File: src/rtl/band_mixer.sv
// -----------------------------------------------------------------------------
// band_mixer
//
// Pipelined recombiner for the equalizer output. Sums N_BANDS signed band
// samples into a single output sample:
//
//   stage 0        : input register, per-band enable mask, sign extension
//   stages 1..LVL  : registered balanced binary adder tree at full width
//   stage LVL+1    : arithmetic right shift by SHIFT, saturate to OUT_W
//
// Latency is LVL+2 clocks (in_valid at edge t -> out_valid after edge
// t+LVL+1). One sample per clock, no backpressure, no FSM.
//
// Handshake: in_valid qualifies sig_in/band_en for one cycle only; the block
// always accepts. out_valid qualifies sig_out/sat for one cycle; the
// downstream must always accept. Bubbles in in_valid reach out_valid intact.
//
// Parameters
//   N_BANDS : number of bands, power of two in 2..16
//   IN_W    : signed band sample width
//   OUT_W   : signed output width
//   SHIFT   : arithmetic right shift of the full sum, 0..clog2(N_BANDS)
//
// Ports
//   clk        : clock, rising edge
//   rst        : synchronous active-high reset
//   sig_in     : band k at sig_in[k*IN_W +: IN_W], two's complement
//   band_en    : bit k = 0 forces band k to zero for this sample
//   in_valid   : sig_in/band_en valid this cycle
//   sat_clr    : clears sat_sticky (a simultaneous new clip wins)
//   sig_out    : mixed sample, holds its value while out_valid = 0
//   out_valid  : sig_out/sat valid this cycle
//   sat        : this output sample was clipped (0 when out_valid = 0)
//   sat_sticky : a clip has occurred since the last clear or reset
// -----------------------------------------------------------------------------
module band_mixer #(
    parameter int N_BANDS = 8,
    parameter int IN_W    = 16,
    parameter int OUT_W   = 16,
    parameter int SHIFT   = 0
) (
    input  logic                     clk,
    input  logic                     rst,
    input  logic [N_BANDS*IN_W-1:0]  sig_in,
    input  logic [N_BANDS-1:0]       band_en,
    input  logic                     in_valid,
    input  logic                     sat_clr,
    output logic [OUT_W-1:0]         sig_out,
    output logic                     out_valid,
    output logic                     sat,
    output logic                     sat_sticky
);

    localparam int LVL     = $clog2(N_BANDS);
    localparam int SUM_W   = IN_W + LVL;
    // Adder tree stored as one flat array: nodes 0..N_BANDS-1 are the stage-0
    // leaves, then each tree level follows the previous one. With this layout
    // the children of node i (i >= N_BANDS) are nodes 2*i-2*N_BANDS and
    // 2*i-2*N_BANDS+1, and the root is the last node.
    localparam int N_NODES = 2 * N_BANDS - 1;
    localparam int ROOT    = N_NODES - 1;
    // Comparison width: wide enough for both the shifted sum and the output
    // limits, plus one bit so the limits never wrap.
    localparam int EXT_W   = ((SUM_W > OUT_W) ? SUM_W : OUT_W) + 1;

    localparam logic signed [EXT_W-1:0] SAT_MAX = (EXT_W'(1) << (OUT_W - 1)) - EXT_W'(1);
    localparam logic signed [EXT_W-1:0] SAT_MIN = -(EXT_W'(1) << (OUT_W - 1));

    // -------------------------------------------------------------------------
    // Stage 0 .. LVL : leaves and adder tree
    // -------------------------------------------------------------------------
    logic signed [SUM_W-1:0] node_q [N_NODES];
    logic signed [SUM_W-1:0] node_d [N_NODES];
    // vld_q[l] is the valid bit of tree level l (level 0 = input register).
    logic [LVL:0]            vld_q;
    logic [LVL:0]            vld_d;

    always_comb begin
        node_d = node_q;
        vld_d  = {vld_q[LVL-1:0], in_valid};

        // Leaves only load on a valid sample, so band_en is sampled with
        // in_valid alone; idle cycles leave the leaves untouched.
        if (in_valid) begin
            for (int k = 0; k < N_BANDS; k++) begin
                if (band_en[k]) begin
                    node_d[k] = {{LVL{sig_in[k*IN_W+IN_W-1]}}, sig_in[k*IN_W +: IN_W]};
                end else begin
                    node_d[k] = '0;
                end
            end
        end

        // Every tree level registers the pairwise sum of the level below.
        // SUM_W bits hold N_BANDS * 2^(IN_W-1) in magnitude, so no wrap.
        for (int i = N_BANDS; i < N_NODES; i++) begin
            node_d[i] = node_q[2*i-2*N_BANDS] + node_q[2*i-2*N_BANDS+1];
        end
    end

    always_ff @(posedge clk) begin
        if (rst) begin
            for (int i = 0; i < N_NODES; i++) begin
                node_q[i] <= '0;
            end
            vld_q <= '0;
        end else begin
            node_q <= node_d;
            vld_q  <= vld_d;
        end
    end

    // -------------------------------------------------------------------------
    // Stage LVL+1 : scale and saturate
    // -------------------------------------------------------------------------
    logic signed [SUM_W-1:0] shifted;
    logic signed [EXT_W-1:0] s_ext;
    logic [OUT_W-1:0]        clip_val;
    logic                    clip_hit;

    // >>> on a signed operand floors toward minus infinity.
    assign shifted = node_q[ROOT] >>> SHIFT;
    assign s_ext   = {{(EXT_W-SUM_W){shifted[SUM_W-1]}}, shifted};

    // When OUT_W >= SUM_W-SHIFT the shifted sum always fits, both compares
    // are constant false and clip_hit reduces to 0.
    always_comb begin
        clip_val = s_ext[OUT_W-1:0];
        clip_hit = 1'b0;
        if (s_ext > SAT_MAX) begin
            clip_val = SAT_MAX[OUT_W-1:0];
            clip_hit = 1'b1;
        end else if (s_ext < SAT_MIN) begin
            clip_val = SAT_MIN[OUT_W-1:0];
            clip_hit = 1'b1;
        end
    end

    // -------------------------------------------------------------------------
    // Output registers and sticky flag
    // -------------------------------------------------------------------------
    logic [OUT_W-1:0] sig_out_q, sig_out_d;
    logic             out_valid_q, out_valid_d;
    logic             sat_q, sat_d;
    logic             sticky_q, sticky_d;

    always_comb begin
        out_valid_d = vld_q[LVL];
        sat_d       = vld_q[LVL] & clip_hit;
        sig_out_d   = sig_out_q;
        if (vld_q[LVL]) begin
            sig_out_d = clip_val;
        end
        // A clip wins over sat_clr whether the clear lines up with the edge
        // that produces the clipped sample or with the cycle it is shown in.
        sticky_d = (out_valid_d & sat_d)
                 | (out_valid_q & sat_q)
                 | (sticky_q & ~sat_clr);
    end

    always_ff @(posedge clk) begin
        if (rst) begin
            sig_out_q   <= '0;
            out_valid_q <= 1'b0;
            sat_q       <= 1'b0;
            sticky_q    <= 1'b0;
        end else begin
            sig_out_q   <= sig_out_d;
            out_valid_q <= out_valid_d;
            sat_q       <= sat_d;
            sticky_q    <= sticky_d;
        end
    end

    assign sig_out    = sig_out_q;
    assign out_valid  = out_valid_q;
    assign sat        = sat_q;
    assign sat_sticky = sticky_q;

endmodule

File: config.mk
export PLATFORM = sky130hd
export DESIGN_NAME = band_mixer
export DESIGN_NICKNAME = d
export VERILOG_FILES = /design/src/rtl/band_mixer.sv
export SDC_FILE = /design/constraint.sdc
export NUM_CORES = 1
export LEC_CHECK = 0
export CAP_MARGIN = 10
export CORE_MARGIN = 10
export CORE_UTILIZATION = 55
export CTS_BUF_LIST = sky130_fd_sc_hd__clkbuf_4
export CTS_CLUSTER_DIAMETER = 80
export DETAILED_ROUTE_END_ITERATION = 10
export GPL_TIMING_DRIVEN = 0
export PLACE_DENSITY = 0.78
export SKIP_CTS_REPAIR_TIMING = 1
export SLEW_MARGIN = 25
export SYNTH_ARGS = -nofsm -noshare
export SYNTH_HDL_FRONTEND = slang
export SYNTH_SLANG_ARGS = --single-unit
File: constraint.sdc
create_clock -name clk -period 3.2 [get_ports clk]
set_input_delay 0.48 -clock clk [delete_from_list [all_inputs] [get_ports clk]]
set_output_delay 0.48 -clock clk [all_outputs]
set_load 0.05 [all_outputs]
==> results of run 1 <==
worst paths after layout:
path / end / from / slack [ns]
worst max-delay path: node_q[35] / node_q[76] / 0.43
worst min-delay path: node_q[241] / sig_in[45] / 0.40
worst max register to register: node_q[35] / node_q[76] / 0.43
worst min register to register: vld_q[2] / vld_q[1] / 0.44
cells in the final DEF, fill, tap and decap left out, drive strengths merged, types with 23 or more instances in the layout:
| cell | count |
|---|---|
| clkbuf | 167 |
| a21oi | 210 |
| nand2 | 47 |
| o21a | 26 |
| dfxtp | 284 |
| xnor2 | 34 |
| inv | 38 |
| clkdlybuf4s50 | 158 |
| ha | 118 |
| a21o | 53 |
| nor2 | 278 |
| nor2b | 166 |
| clkinv | 23 |
| o21ai | 57 |
| a211oi | 24 |
| nor3 | 53 |
sequential cells by signal (all words and copies together) (netlist names):
signal and cells:
vld_q 4, node_q 242, sat 1, sig_out 16, sat_sticky 1, out_valid 1
shifted 19
stage by stage:
step,TNS [ns],hold WS [ns],power (mW),cells
CTS,0,0.347,8.11,2343
global placement,-1.71,0.420,4.89,2214
detailed placement,-4.25,0.430,4.91,2214
global route,0,0.354,8.45,2344
floorplan,0,0.414,4.48,1721
finish,0,0.397,8.06,2344
layout make-up:
cell class                 count  area (µm²)
fill                        2233        8510
clock buffer                 103         773
antenna                        1        2.50
tap                          335         419
timing repair buffer         158        1580
clock inverter                26         180
multi-input combinational   1325        8490
sequential                   284        5690
inverter                      38         143
buffer                        74         280
logic make-up after synthesis:
logic type | Yosys count | share of synthesized area
flops | 284 | 0.390
compound gates | 472 | 0.200
simple gates | 653 | 0.222
xor+xnor | 51 | 0.0306
buf+inv | 112 | 0.0290
mux | 24 | 0.0182
fa+ha+maj | 125 | 0.111
power by group:
part	switching, mW	internal (mW)
logic	0.579	0.478
clock network	1.48	1.73
registers	0.0870	3.70
routing by layer:
layer | global-route usage | vias to the layer above
li1 | - | 6524
met2 | 0.399 | 373
met1 | 0.269 | 6152
met5 | 0 | -
met4 | 0.109 | 0
met3 | 0.0484 | 91
tightest hold or removal path, stage by stage:
cell and delay [ns]:
clkdlybuf4s50_1 0.40, a21oi_1 0.12, nor2_1 0.05
==> out/qor_table.md, run 1 <==
| Step | Result | Value |
|:---|:---|:---|
| cts | Clock tree from TritonCTS | built |
| worst setup path | Number of cells on the critical path | 9 |
| drt | Length of routed met2 wiring | 19700 µm |
| power and ir drop | Max rail drop VDD | 0.380 mV |
| logic synthesis | Net count after synthesis | 1986 |
| cts | Number of CTS-inserted buffers | 75 |
| sta | Tcrit/Tclk final | 0.866 |
| sta | Final setup viols | 0 |
| logic synthesis | Sequential fraction of the synthesis area | 0.390 |
| sta | Setup repair after global routing missed its margin | false |
| logic synthesis | Synth warn | 0 |
| drt | Remaining design rule violation count | 0 |
| floorplanning | Die footprint | 33500 µm² |
| worst setup path | CP bufs+invs | 1 |
| logic synthesis | Top flip-flop cell by instance count after synthesis | dfxtp_1 |
| worst setup path | Worst r2r path cells | 9 |
| cells and area | Final Util | 0.674 |
| global routing | Maximum number of pins on one net before global-route repair | 11 |
| global routing | Tot GR Track Use | 0.231 |
| logic synthesis | Number of register bits inferred by synthesis | 284 |
| drt | Uppermost routed layer | met4 |
| global routing | Residual overflow from global routing | 0 |
| global routing | First-pass GRT wire length | 63500 µm |
| floorplanning | Width of the chip | 183 µm |
| cts | Root cell of the clock tree | clkbuf_4 |
| logic synthesis | Library cell occupying the most area in the post-synthesis netlist | dfxtp_1 |
| drt | DR WL/cell | 17.3 µm |
| cells and area | Nets@finish | 2221 |
| floorplanning | Num ports | 159 |
| placement | GP Congestion | 0.947 |
| cells and area | Area added between synthesis and finish | 20.3% |
| logic synthesis | Synthesized area | 14600 µm² |
| logic synthesis | Top cell types by occurrence after synthesis | dfxtp_1 (284), nor2_1 (278), a21oi_1 (210) |
| drt | Via Count | 13140 |
| logic synthesis | Cell types with the largest area share after synthesis | dfxtp_1 (39%), ha_1 (10%), a21oi_1 (7.2%) |
| worst setup path | Biggest fanout along the worst timing path | 6 |
| cts | Worst-skew pair later-pin latency | 0.69 ns |
| logic synthesis | Post-synth EDFFs | 0 |
| worst setup path | Arrival time at the worst endpoint | 3.32 ns |
| logic synthesis | Post-synthesis cell count | 1721 |
| cells and area | Final Instance Area | 17600 µm² |
| floorplanning | Initial standard-cell utilization of the core | 0.560 |
| drt | Starting DRC count in detailed routing | 808 |
| drt | Sum of met3 wire segment lengths after detailed routing | 1920 µm |
| worst setup path | Endpoint type of the worst setup path | flop |
| sta | Post-route setup slack | 0.429 ns |
| worst setup path | Kind of start point of the critical path | flop |
| run status | Status | completed |
| sta | Endpoints failing hold | 0 |
| sta | Slew Limit Headroom | 0.272 |
| logic synthesis | Share of flip-flops with an asynchronous set or reset | 0 |
| logic synthesis | Distinct cells, synth | 65 |
| logic synthesis | Average cell area after synthesis | 8.48 µm² |
| run | Max-capacitance violation count | 0 |
| drt | Final wirelength | 40500 µm |
| min path | Hold Path Depth | 3 |
| floorplanning | Die boundary height | 183 µm |
| floorplanning | Core area | 26100 µm² |
| placement | Standard cell area after detailed placement | 16600 µm² |
| floorplanning | Core Rows | 59 |
| worst setup path | Cell type group with the largest total delay on the critical path | compound AO/OA/AOI/OAI gates |
| sta | Post-route minimum period | 2.77 ns |
| logic synthesis | Leading cell type by number of instances after synthesis | dfxtp_1 |
| sta | Final number of max-transition violations | 0 |
| worst setup path | Req. time, crit path | 3.75 ns |
| placement | Post-Place Worst Slack | -0.147 ns |
| global routing | Vias in the first global route | 12823 |
| placement | Half-perimeter wire length after placement | 31100 µm |
| sta | Worst Tran Pin Value | 1.09 ns |
| sta | Max Clock Freq | 0.361 GHz |
| power and ir drop | Power per standard cell area | 459 nW/µm² |
| sta | Worst setup skew after layout | 0.0294 ns |
| global routing | Antenna violations before repair | 2 |
| drt | Number of detailed-routing iterations run before antenna repair | 5 |
| worst setup path | Largest stage delay on the critical path | 0.58 ns |
| cts | CTS H-Tree Depth | 3 |
| worst setup path | WS Path Type | flop to flop |
| cts | Post-CTS clock slew at the launch and capture registers of the worst setup and hold paths | 0.07 ns |
| drt | Via density | 5.61 |
| placement | Count of buffers from port buffering | 158 |
| cts | Sink Count | 284 |
| drt | Antenna violation net count after detailed routing | 0 |
| worst setup path | Cell Chain, Critical Path | ha_1 > inv_1 > fa_1 > nor2b_1 > o21ai_0 > a21oi_1 > o21a_1 > a221oi_2 > mux2_1 |
| drt | Met1 layer wirelength in the final routing | 17200 µm |
| min path | Class of the tightest hold or removal check | input pin to flop |
| worst setup path | Master of the slowest instance on the critical path | a21oi_1 |
| cells and area | Ratio of cells with drive above 1 in the final layout | 0.0727 |
| power and ir drop | Static leakage | 7.71 nW |
| cts | Buffer levels on the longest clock path | 3 |
| logic synthesis | Area share of the leading cell type in the synthesized netlist | 0.390 |
Note: power is estimated with default switching activity, not from simulation.
==> run 2: changes to the inputs <==
--- a/config.mk
+++ b/config.mk
@@ -12,5 +12,4 @@
 export CTS_CLUSTER_DIAMETER = 80
 export DETAILED_ROUTE_END_ITERATION = 10
-export GPL_TIMING_DRIVEN = 0
 export PLACE_DENSITY = 0.78
 export SKIP_CTS_REPAIR_TIMING = 1
==> constraint.sdc (replaced) <==
create_clock -name clk -period 3.2 [get_ports clk]
set_input_delay 0.64 -clock clk [delete_from_list [all_inputs] [get_ports clk]]
set_output_delay 0.64 -clock clk [all_outputs]
set_load 0.05 [all_outputs]
==> run 2 against run 1 <==
First-iteration DRC count fell by 11%. Combinational power fell by 6%. Worst setup slack improved by 0.25 ns. Critical endpoint is now shifted[14]. Largest power group unchanged.
==> out/qor_table.md, run 2 (synthesized netlist as in run 1, its figures left out) <==
| Step | Result | Value |
|:---|:---|:---|
| cts | Root cell of the clock tree | clkbuf_4 |
| sta | Final number of max-transition violations | 0 |
| sta | Final setup viols | 0 |
| floorplanning | Die footprint | 33500 µm² |
| floorplanning | Width of the chip | 183 µm |
| sta | Post-route minimum period | 2.52 ns |
| cts | Number of CTS-inserted buffers | 75 |
| cells and area | Max reg flops | 242 |
| worst setup path | Arrival time at the worst endpoint | 3.09 ns |
| placement | Count of buffers from port buffering | 158 |
| cells and area | Commonest non-fill, non-tap cell in the layout | dfxtp_1 |
| power and ir drop | Power per standard cell area | 457 nW/µm² |
| drt | Remaining design rule violation count | 0 |
| placement | Half-perimeter wire length after placement | 25900 µm |
| run | Max-capacitance violation count | 0 |
| worst setup path | WS Path Type | flop to flop |
| floorplanning | Core Rows | 59 |
| drt | Number of detailed-routing iterations run before antenna repair | 7 |
| sta | Hold Worst Slack | 0.436 ns |
| cts | Post-CTS clock slew at the launch and capture registers of the worst setup and hold paths | 0.06 ns |
| power and ir drop | Static leakage | 7.64 nW |
| cells and area | Area added between synthesis and finish | 18.5% |
| cts | Clock tree from TritonCTS | built |
| cts | CTS H-Tree Depth | 3 |
| cts | Buffer levels on the longest clock path | 3 |
| cells and area | Final Instance Count excl. Fillers | 2266 |
| cells and area | Nets@finish | 2153 |
| global routing | Maximum number of pins on one net before global-route repair | 144 |
| sta | Setup_tns | 0 ns |
| worst setup path | Kind of start point of the critical path | flop |
| run status | Status | completed |
| worst setup path | Biggest fanout along the worst timing path | 4 |
| global routing | First-pass GRT wire length | 57400 µm |
| sta | Slew Limit Headroom | 0.406 |
| cts | Sink Count | 284 |
| worst setup path | Cell Chain, Critical Path | ha_1 > inv_1 > fa_1 > nor2b_1 > o31ai_1 > a31o_2 > a21boi_0 > o22ai_1 > mux2_2 |
| sta | Setup repair after global routing missed its margin | false |
| drt | Via Count | 12534 |
| power and ir drop | Total power after layout | 7.90 mW |
| sta | Worst Tran Pin Value | 0.886 ns |
| global routing | Vias in the first global route | 12352 |
| worst setup path | Largest stage delay on the critical path | 0.38 ns |
| floorplanning | Num ports | 159 |
| worst setup path | Req. time, crit path | 3.77 ns |
| cells and area | Reg with most FFs | node_q |
| power and ir drop | Max rail drop VDD | 0.315 mV |
| cells and area | Most used cells in the layout excluding fill and tap cells | dfxtp_1 (284), nor2_1 (278), a21oi_1 (210), nor2b_1 (166), clkdlybuf4s50_1 (156) |
| cts | Worst-skew pair later-pin latency | 0.68 ns |
| min path | Class of the tightest hold or removal check | flop to flop |
| placement | Placed Cells incl. Taps | 2146 |
| global routing | Antenna violations before repair | 1 |
| drt | Antenna violation net count after detailed routing | 0 |
| drt | Starting DRC count in detailed routing | 719 |
| sta | Endpoints failing hold | 0 |
| sta | Max Clock Freq | 0.397 GHz |
| drt | Via density | 5.53 |
| global routing | Tot GR Track Use | 0.203 |
| placement | GP Congestion | 0.902 |
| floorplanning | Core area | 26100 µm² |
| global routing | Residual overflow from global routing | 0 |
| cells and area | Ratio of cells with drive above 1 in the final layout | 0.0788 |
| worst setup path | Endpoint type of the worst setup path | flop |
| sta | Worst setup skew after layout | 0.0480 ns |
| floorplanning | Initial standard-cell utilization of the core | 0.560 |
| floorplanning | Die boundary height | 183 µm |
| drt | Final wirelength | 35200 µm |
| drt | DR WL/cell | 15.6 µm |
| sta | Tcrit/Tclk final | 0.787 |
| worst setup path | Master of the slowest instance on the critical path | a21boi_0 |
-- run 2: layout make-up --
type,instances,area [µm²]
inverters,38,143
clock inverters,17,146
flip-flops and latches,284,5690
multi-input cells,1325,8490
fillers,2204,8760
well taps,335,419
repair buffers,164,1650
diodes,1,2.50
clock buffers,102,766
-- run 2: layer usage --
metal | share of wire | track usage | up-vias
met5 | 0 | 0 | -
met4 | 0.039 | 0.0923 | 0
met3 | 0.048 | 0.0439 | 85
met2 | 0.49 | 0.350 | 324
met1 | 0.42 | 0.236 | 5755
li1 | - | - | 6370
-- run 2: where the power goes --
group,switching [mW],internal (mW),leakage (nW),total (mW)
sequential,0.0880,3.70,2.32,3.79
clock,1.42,1.70,0.546,3.12
combinational,0.525,0.468,4.78,0.993
total,2.03,5.87,7.64,7.90
-- run 2: path summary, 6_finish.rpt --
kind                    from           to  slack, ns  cells past startpoint
hold reg to reg     vld_q[0]     vld_q[1]       0.44                      1
setup / recovery  node_q[38]  shifted[14]       0.68                      9
setup reg to reg  node_q[38]  shifted[14]       0.68                      9
hold / removal      vld_q[0]     vld_q[1]       0.44                      1
-- run 2: through the flow --
stage / cell area (µm²) / util / setup WS [ns]
2_1_floorplan: 14600 / - / 1.02
3_3_place_gp: 16400 / 0.629 / 0.835
3_5_place_dp: 16400 / 0.629 / 0.754
4_1_cts: 17300 / 0.664 / 0.670
5_1_grt: 17300 / 0.664 / 0.524
6_report: 17300 / 0.664 / 0.681
-- run 2: worst max-delay path, delay by kind of cell, from the launching register on --
family	cells	cell delay, ns
AO/OA/AOI/OAI	4	0.98
adder cells (fa/ha/maj)	2	0.55
AND/OR/NAND/NOR	1	0.21
flip-flops	1	0.32
multiplexers	1	0.30
buffers and inverters	1	0.06
